File: config.mk
export PLATFORM = sky130hd
export DESIGN_NAME = wb_stage
export DESIGN_NICKNAME = d
export VERILOG_FILES = /design/src/rtl/rv32_pkg.sv /design/src/rtl/load_align.sv /design/src/rtl/wb_stage.sv
export SDC_FILE = /design/constraint.sdc
export NUM_CORES = 1
export LEC_CHECK = 0
export CORE_ASPECT_RATIO = 1.25
export CORE_MARGIN = 10
export CORE_UTILIZATION = 41
export DETAILED_ROUTE_END_ITERATION = 8
export GPL_ROUTABILITY_DRIVEN = 0
export PLACE_DENSITY = 0.83
export SYNTH_ARGS = -nofsm -noshare
export SYNTH_HDL_FRONTEND = slang
export SYNTH_SLANG_ARGS = --single-unit
File: constraint.sdc
create_clock -name i_clk -period 5.98 [get_ports i_clk]
set_input_delay 1.196 -clock i_clk [delete_from_list [all_inputs] [get_ports i_clk]]
set_output_delay 1.196 -clock i_clk [all_outputs]
set_load 0.01 [all_outputs]
File: src/rtl/rv32_pkg.sv
// Shared RV32I definitions: writeback source encoding and load funct3 codes.
package rv32_pkg;

   typedef enum logic [1:0] {
      WB_ALU  = 2'b00,
      WB_LOAD = 2'b01,
      WB_PC4  = 2'b10
   } wb_sel_e;

   localparam logic [2:0] F3_LB  = 3'b000;
   localparam logic [2:0] F3_LH  = 3'b001;
   localparam logic [2:0] F3_LW  = 3'b010;
   localparam logic [2:0] F3_LBU = 3'b100;
   localparam logic [2:0] F3_LHU = 3'b101;

endpackage

File: src/rtl/load_align.sv
// Combinational load aligner: picks byte/half/word from an aligned memory word,
// extends it, and flags illegal funct3 or misaligned addresses.
module load_align
   import rv32_pkg::*;
#(
   parameter int unsigned XLEN = 32
) (
   input  logic [2:0]      funct3,
   input  logic [1:0]      lsb,
   input  logic [XLEN-1:0] word,
   output logic [XLEN-1:0] data,
   output logic            err
);

   logic [7:0]  byte_sel;
   logic [15:0] half_sel;

   always_comb begin
      case (lsb)
         2'd0:    byte_sel = word[7:0];
         2'd1:    byte_sel = word[15:8];
         2'd2:    byte_sel = word[23:16];
         default: byte_sel = word[31:24];
      endcase
      half_sel = lsb[1] ? word[31:16] : word[15:0];
   end

   always_comb begin
      data = '0;
      err  = 1'b0;
      case (funct3)
         F3_LB:   data = {{(XLEN-8){byte_sel[7]}}, byte_sel};
         F3_LBU:  data = {{(XLEN-8){1'b0}}, byte_sel};
         F3_LH: begin
            data = {{(XLEN-16){half_sel[15]}}, half_sel};
            err  = lsb[0];
         end
         F3_LHU: begin
            data = {{(XLEN-16){1'b0}}, half_sel};
            err  = lsb[0];
         end
         F3_LW: begin
            data = word;
            err  = (lsb != 2'd0);
         end
         default: err = 1'b1;
      endcase
   end

endmodule

File: src/rtl/wb_stage.sv
// RV32I writeback stage: registers the MEM result, selects the writeback source,
// drives the regfile write port plus its bypass copy, and counts retirements.
module wb_stage
   import rv32_pkg::*;
#(
   parameter int unsigned XLEN  = 32,
   parameter int unsigned CNT_W = 64
) (
   input  logic             i_clk,
   input  logic             i_reset,
   input  logic             i_valid,
   input  logic             i_flush,
   input  logic [4:0]       i_rd_addr,
   input  logic             i_rd_wren,
   input  logic [1:0]       i_wb_sel,
   input  logic [XLEN-1:0]  i_alu_data,
   input  logic [XLEN-1:0]  i_pc4,
   input  logic [XLEN-1:0]  i_ld_data,
   input  logic [2:0]       i_ld_funct3,
   input  logic [1:0]       i_addr_lsb,
   output logic [4:0]       o_rd_addr,
   output logic             o_rd_wren,
   output logic [XLEN-1:0]  o_rd_data,
   output logic             o_fwd_valid,
   output logic [4:0]       o_fwd_addr,
   output logic [XLEN-1:0]  o_fwd_data,
   output logic             o_ld_err,
   output logic [CNT_W-1:0] o_instret
);

   logic             stage_valid;
   logic [4:0]       rd_addr_q;
   logic             rd_wren_q;
   logic [1:0]       wb_sel_q;
   logic [XLEN-1:0]  alu_q;
   logic [XLEN-1:0]  pc4_q;
   logic [XLEN-1:0]  ld_word_q;
   logic [2:0]       funct3_q;
   logic [1:0]       lsb_q;
   logic [CNT_W-1:0] instret_q;

   logic [XLEN-1:0]  align_data;
   logic             align_err;
   logic             ld_err;
   logic             wren;
   logic [XLEN-1:0]  wr_data;

   // Data fields are captured every cycle; only the valid bit gates side effects.
   always_ff @(posedge i_clk or posedge i_reset) begin
      if (i_reset) begin
         stage_valid <= 1'b0;
         rd_addr_q   <= '0;
         rd_wren_q   <= 1'b0;
         wb_sel_q    <= '0;
         alu_q       <= '0;
         pc4_q       <= '0;
         ld_word_q   <= '0;
         funct3_q    <= '0;
         lsb_q       <= '0;
         instret_q   <= '0;
      end else begin
         stage_valid <= i_valid & ~i_flush;
         rd_addr_q   <= i_rd_addr;
         rd_wren_q   <= i_rd_wren;
         wb_sel_q    <= i_wb_sel;
         alu_q       <= i_alu_data;
         pc4_q       <= i_pc4;
         ld_word_q   <= i_ld_data;
         funct3_q    <= i_ld_funct3;
         lsb_q       <= i_addr_lsb;
         if (stage_valid && !ld_err)
            instret_q <= instret_q + CNT_W'(1);
      end
   end

   load_align #(
      .XLEN(XLEN)
   ) u_load_align (
      .funct3 (funct3_q),
      .lsb    (lsb_q),
      .word   (ld_word_q),
      .data   (align_data),
      .err    (align_err)
   );

   always_comb begin
      wr_data = alu_q;
      case (wb_sel_q)
         WB_LOAD: wr_data = align_data;
         WB_PC4:  wr_data = pc4_q;
         default: wr_data = alu_q;
      endcase
      ld_err = stage_valid && (wb_sel_q == WB_LOAD) && align_err;
      wren   = stage_valid && rd_wren_q && (rd_addr_q != 5'd0) && !ld_err;
   end

   assign o_rd_addr   = rd_addr_q;
   assign o_rd_wren   = wren;
   assign o_rd_data   = wr_data;
   assign o_fwd_valid = wren;
   assign o_fwd_addr  = rd_addr_q;
   assign o_fwd_data  = wr_data;
   assign o_ld_err    = ld_err;
   assign o_instret   = instret_q;

endmodule

Yosys cells after proc, flatten, opt, wreduce, memory -nomap -nowiden
Cells that the tools add are included.
- flip-flop bits (word level): 174
- word-level logic and storage cells: 39
- add/sub/neg operators: 1
- equal/unequal tests: 8
- multiplexer cells: 5
- bitwise operators: 2
- reduce and logical (&&, ||, !) cells: 13
- operators with widths (kind ; number):
    32-bit one-hot mux with 5 select lines ; 1
    64-bit by 1-bit adder with 64-bit output (second input constant) ; 1
    32-bit one-hot mux with 2 select lines ; 1
    8-bit one-hot mux with 3 select lines ; 1
    16-bit 2-to-1 mux ; 1
    3-bit equality test (second input constant) ; 2
    1-bit logical AND ; 6
    5-bit nonzero test ; 1
    2-bit by 1-bit equality test with 1-bit output (second input constant) ; 2
    2-bit equality test (second input constant) ; 2
    2-bit OR reduction ; 2
    3-bit by 1-bit equality test with 1-bit output (second input constant) ; 1
    3-bit by 2-bit equality test with 1-bit output (second input constant) ; 1
    3-bit zero test ; 1
    1-bit one-hot mux with 3 select lines ; 1
    2-bit zero test ; 1
    2-bit nonzero test ; 1
    1-bit bitwise AND ; 1
    1-bit zero test ; 1
    1-bit inverter ; 1

Logic depth before layout (Yosys ltp)
- word-level depth: 6
- gate-level depth with buffers: 8
- mapped depth without buffers: 7

By module
From an unflattened synthesis, not the netlist that was laid out.
- cell total of the unflattened synthesis: 647
- area total of the unflattened synthesis: 7458.4 sq um
- by module, submodules not included (module ; instances ; cells an instance ; area an instance (sq um) ; sequential area each (sq um)):
    wb_stage ; 1 ; 569 ; 6772.7 ; 4354.2
    load_align ; 1 ; 78 ; 685.7 ; 0.0

Worst setup path after synthesis
No wires, ideal clock.
- path type: reg2out
- from: register lsb_q[0]
- to: output o_rd_data[5]
- data arrival time: 2.065 ns
- data required time: 4.784 ns
- path slack: 2.719 ns
- cell stages (with the launch flop): 8
- path through: dfrtp_1 nor2b_1 buf_2 mux4_2 a22o_1 a221oi_1 a21oi_1 buf_4
- cells in the longest elaborated chain, start to end: 4
- elaborated cells on any way between the ends: 6
- RTL lines (what ; RTL line ; text):
    start: declaration ; wb_stage.sv:39 ; logic [1:0] lsb_q;
    start signal: assignment ; wb_stage.sv:70 ; lsb_q <= i_addr_lsb;
    2-bit equality test (tied with other cells) ; load_align.sv:19 ; case (lsb)
    8-bit one-hot mux with 3 select lines (*) ; load_align.sv:19 ;
    32-bit one-hot mux with 5 select lines (*) ; load_align.sv:31 ; case (funct3)
    32-bit one-hot mux with 2 select lines (*) ; wb_stage.sv:88 ; case (wb_sel_q)
    end: declaration ; wb_stage.sv:23 ; output logic [XLEN-1:0] o_rd_data,
Every way passes the cells marked *; elsewhere a longest branch is shown, timed or not.

Worst setup path in the final report
- from: register lsb_q[0]
- to: output o_rd_data[3]
The elaborated chain is that of the path after synthesis.

==> flow_summary.toml <==
[run_status]
status = "complete, no violations"

[timing]
hold_violations = 0
fin_ws_ns = 1.379
grt_setup_unrepaired = "false"
setup_viol = 0
worstMarginPinSlew_ns = 0.8591
skew_ns = 0.01417
slew_headroom_pct = 42.61
period_needed_ns = 4.601
finalSetupTns_ns = 0
timing.fmax_ghz = 0.2174
timing.final.crit_share_pct = 76.94
drv_slew = 0

[route]
via_per_inst = 5.273
vias = 5779
drtPass1Iterations = 4
drt_wl_total_um = 23480
wl_per_cell_um = 21.43
ant_nets = 0
drc = 0
first_iter_violations = 357

[worst_hold_path]
holdPathEnd = "o_instret[63]"
min_from = "o_instret[63]"
hold-path-cell-count = 1
hold_path.class = "register to register"

[cells_and_area]
final_util_pct = 59.08
nNetsFinal = 968
mostFrequentLayoutCell = "clkdlybuf4s50_1"
final_cell_mix = "clkdlybuf4s50_1, dfrtp_1, a21oi_1, nand2_1, xnor2_1"
layoutNonFillerInstCount = 1096
area_growth_pct = 41.56
drive_gt1_share_pct = 8.439

[power_and_ir_drop]
ir_drop_mv = 0.1977
p_total_w = 0.002905
leakage_nw = 4.464
powerDensity_nw_per_um2 = 271.7

[floorplan]
dieArea_um2 = 24290
ioPinCount = 254
die-height_um = 171.8
core-area_um2 = 18100
num_rows = 55
initial_utilization_pct = 41.74
die_x_um = 141.4

[clock_network]
cts_tree = "built"
clk_latency_ns = 0.43
clk_path_buf_depth = 2
hold_buffers = 0
path_clk_slew_ns = 0.07
cts_buffers = 17
htreeDepth = 4
post-cts-setup-buffer-count = 0
cts.repair.resized = 0
cts_sinks = 174
cts_root_buffer = "clkbuf_16"

[grt]
grt_start_max_net_pins = 105
grt_pass1_vias = 6178
antenna_found_initial = 2
use_met1_pct = 21.20
grt-ovfl-total = 0
grt_use_total_pct = 19.22
gr-usage-met3_pct = 6.841
busiest_layer = "met2"
use_met2_pct = 33.97
grt_pass1_wl_um = 36280

[synthesis]
synth_area_um2 = 7553
ys_seq_elements = 174
syn_nets = 753
synth.distinct_cells = 50
synth_edf_count = 0
synth_cells = 637
synthFlopType = "dfrtp_1"
synth-seq-area-share_pct = 57.64
async_flop_share_pct = 100.0
avgSynthCellArea_um2 = 11.86
yosys_warnings = 0

[worst_setup_path]
worst-path-buf-inv = 1
cp-end-kind = "primary output"
r2r-start = "lsb_q[1]"
crit_type = "register to primary output"
worst-path-max-fanout = 8
cp.arrival_ns = 3.40
cp_cell_sequence = "nor2b_1 > mux4_2 > a22o_1 > a221oi_1 > a21oi_1 > clkdlybuf4s50_1"
start_kind = "register"
reg2reg_to = "o_instret[52]"
crit_slowest_cell = "nor2b_1"
path_delay_family = "simple AND/OR/NAND/NOR gates"
critical-path-max-stage-delay_ns = 0.75
r2r.worst_path.cells = 5
cp.required_ns = 4.78
ff2ff_setup_slack_ns = 3.49

[run]
cap_violations = 0

[place]
dp_slack_ns = 1.820
io_buffers = 253
dp_cells = 1061
dp_hpwl_um = 17740
kinds of logic after synthesis:
family	after synthesis	synth area share (%)
flops	174	57.64
compound gates	108	9.939
simple gates	196	15.84
xor+xnor	63	7.305
fa+ha+maj	3	0.4970
buf+inv	83	6.112
mux	10	2.667
worst reg2reg max path, stage by stage, from the launching register on:
cell      delay (ns)
dfrtp_1         0.63
o311ai_4        0.56
nand3_4         0.23
nor4_4          0.60
nand3_1         0.19
xnor2_1         0.17
report_power, final:
group	total [W]	switching [W]	internal [W]
clock network	0.00118	0.000489	0.000691
logic	0.000446	0.000193	0.000252
registers	0.00128	0.0000508	0.00123
Yosys cell counts (all sizes together) (5+ instances only):
cell type | count | share of area, %
dfrtp | 174 | 58
a21oi | 51 | 3.4
nand2 | 50 | 2.5
xnor2 | 46 | 5.3
buf | 44 | 4.2
nand3 | 26 | 2.0
nand4 | 26 | 2.4
inv | 22 | 1.1
nor2b | 20 | 1.7
clkbuf | 17 | 0.84
xor2 | 17 | 2.0
a21o | 16 | 1.6
and3 | 16 | 1.4
nor2 | 16 | 0.80
a221oi | 15 | 1.7
and4 | 10 | 1.3
nor3 | 10 | 0.81
nor4 | 9 | 1.5
mux4 | 8 | 2.4
a221o | 7 | 0.93
a22o | 7 | 0.81
o21ai | 5 | 0.33
routing by layer:
metal  vias to the layer above  part of all wire, %
met5                         -                0.072
met4                         2                  1.3
met3                        25                  7.5
met2                       206                   54
met1                      2894                   37
li1                       2652                    -
final cells by class:
cell class	instances	area, um^2
fillers	1470	7406
diodes	3	7.507
clock inverters	13	176.4
flip-flops and latches	174	4354
clock buffers	19	452.9
repair buffers	257	2575
inverters	22	87.58
multi-input cells	380	2754
well taps	228	285.3
through the flow:
stage	hold WS [ns]	instance area, um^2
after global routing	0.4992	10690
final	0.4653	10690
after detailed placement	0.4554	10060
after CTS	0.4688	10690
after floorplan	0.5039	7553
after global placement	0.4567	10060
how the worst max path moves through the flow:
stage                          endpoint  slack [ns]     start  cells past startpoint
after floorplan                alu_q[0]        0.07   i_reset                      1
after global placement     o_rd_data[4]        1.90  lsb_q[0]                      6
after detailed placement   o_rd_data[3]        1.82  lsb_q[0]                      6
after CTS                  o_rd_data[3]        1.34  lsb_q[0]                      6
after global routing      o_fwd_data[5]        1.15  lsb_q[0]                      6
final                      o_rd_data[3]        1.38  lsb_q[0]                      6
state kept, by name, indices dropped and copies added, names as in the netlist:
name         count
funct3_q         3
o_instret       64
stage_valid      1
lsb_q            2
wb_sel_q         2
o_fwd_addr       5
ld_word_q       32
rd_wren_q        1
alu_q           32
pc4_q           32
(Power assumes the default switching activity.)
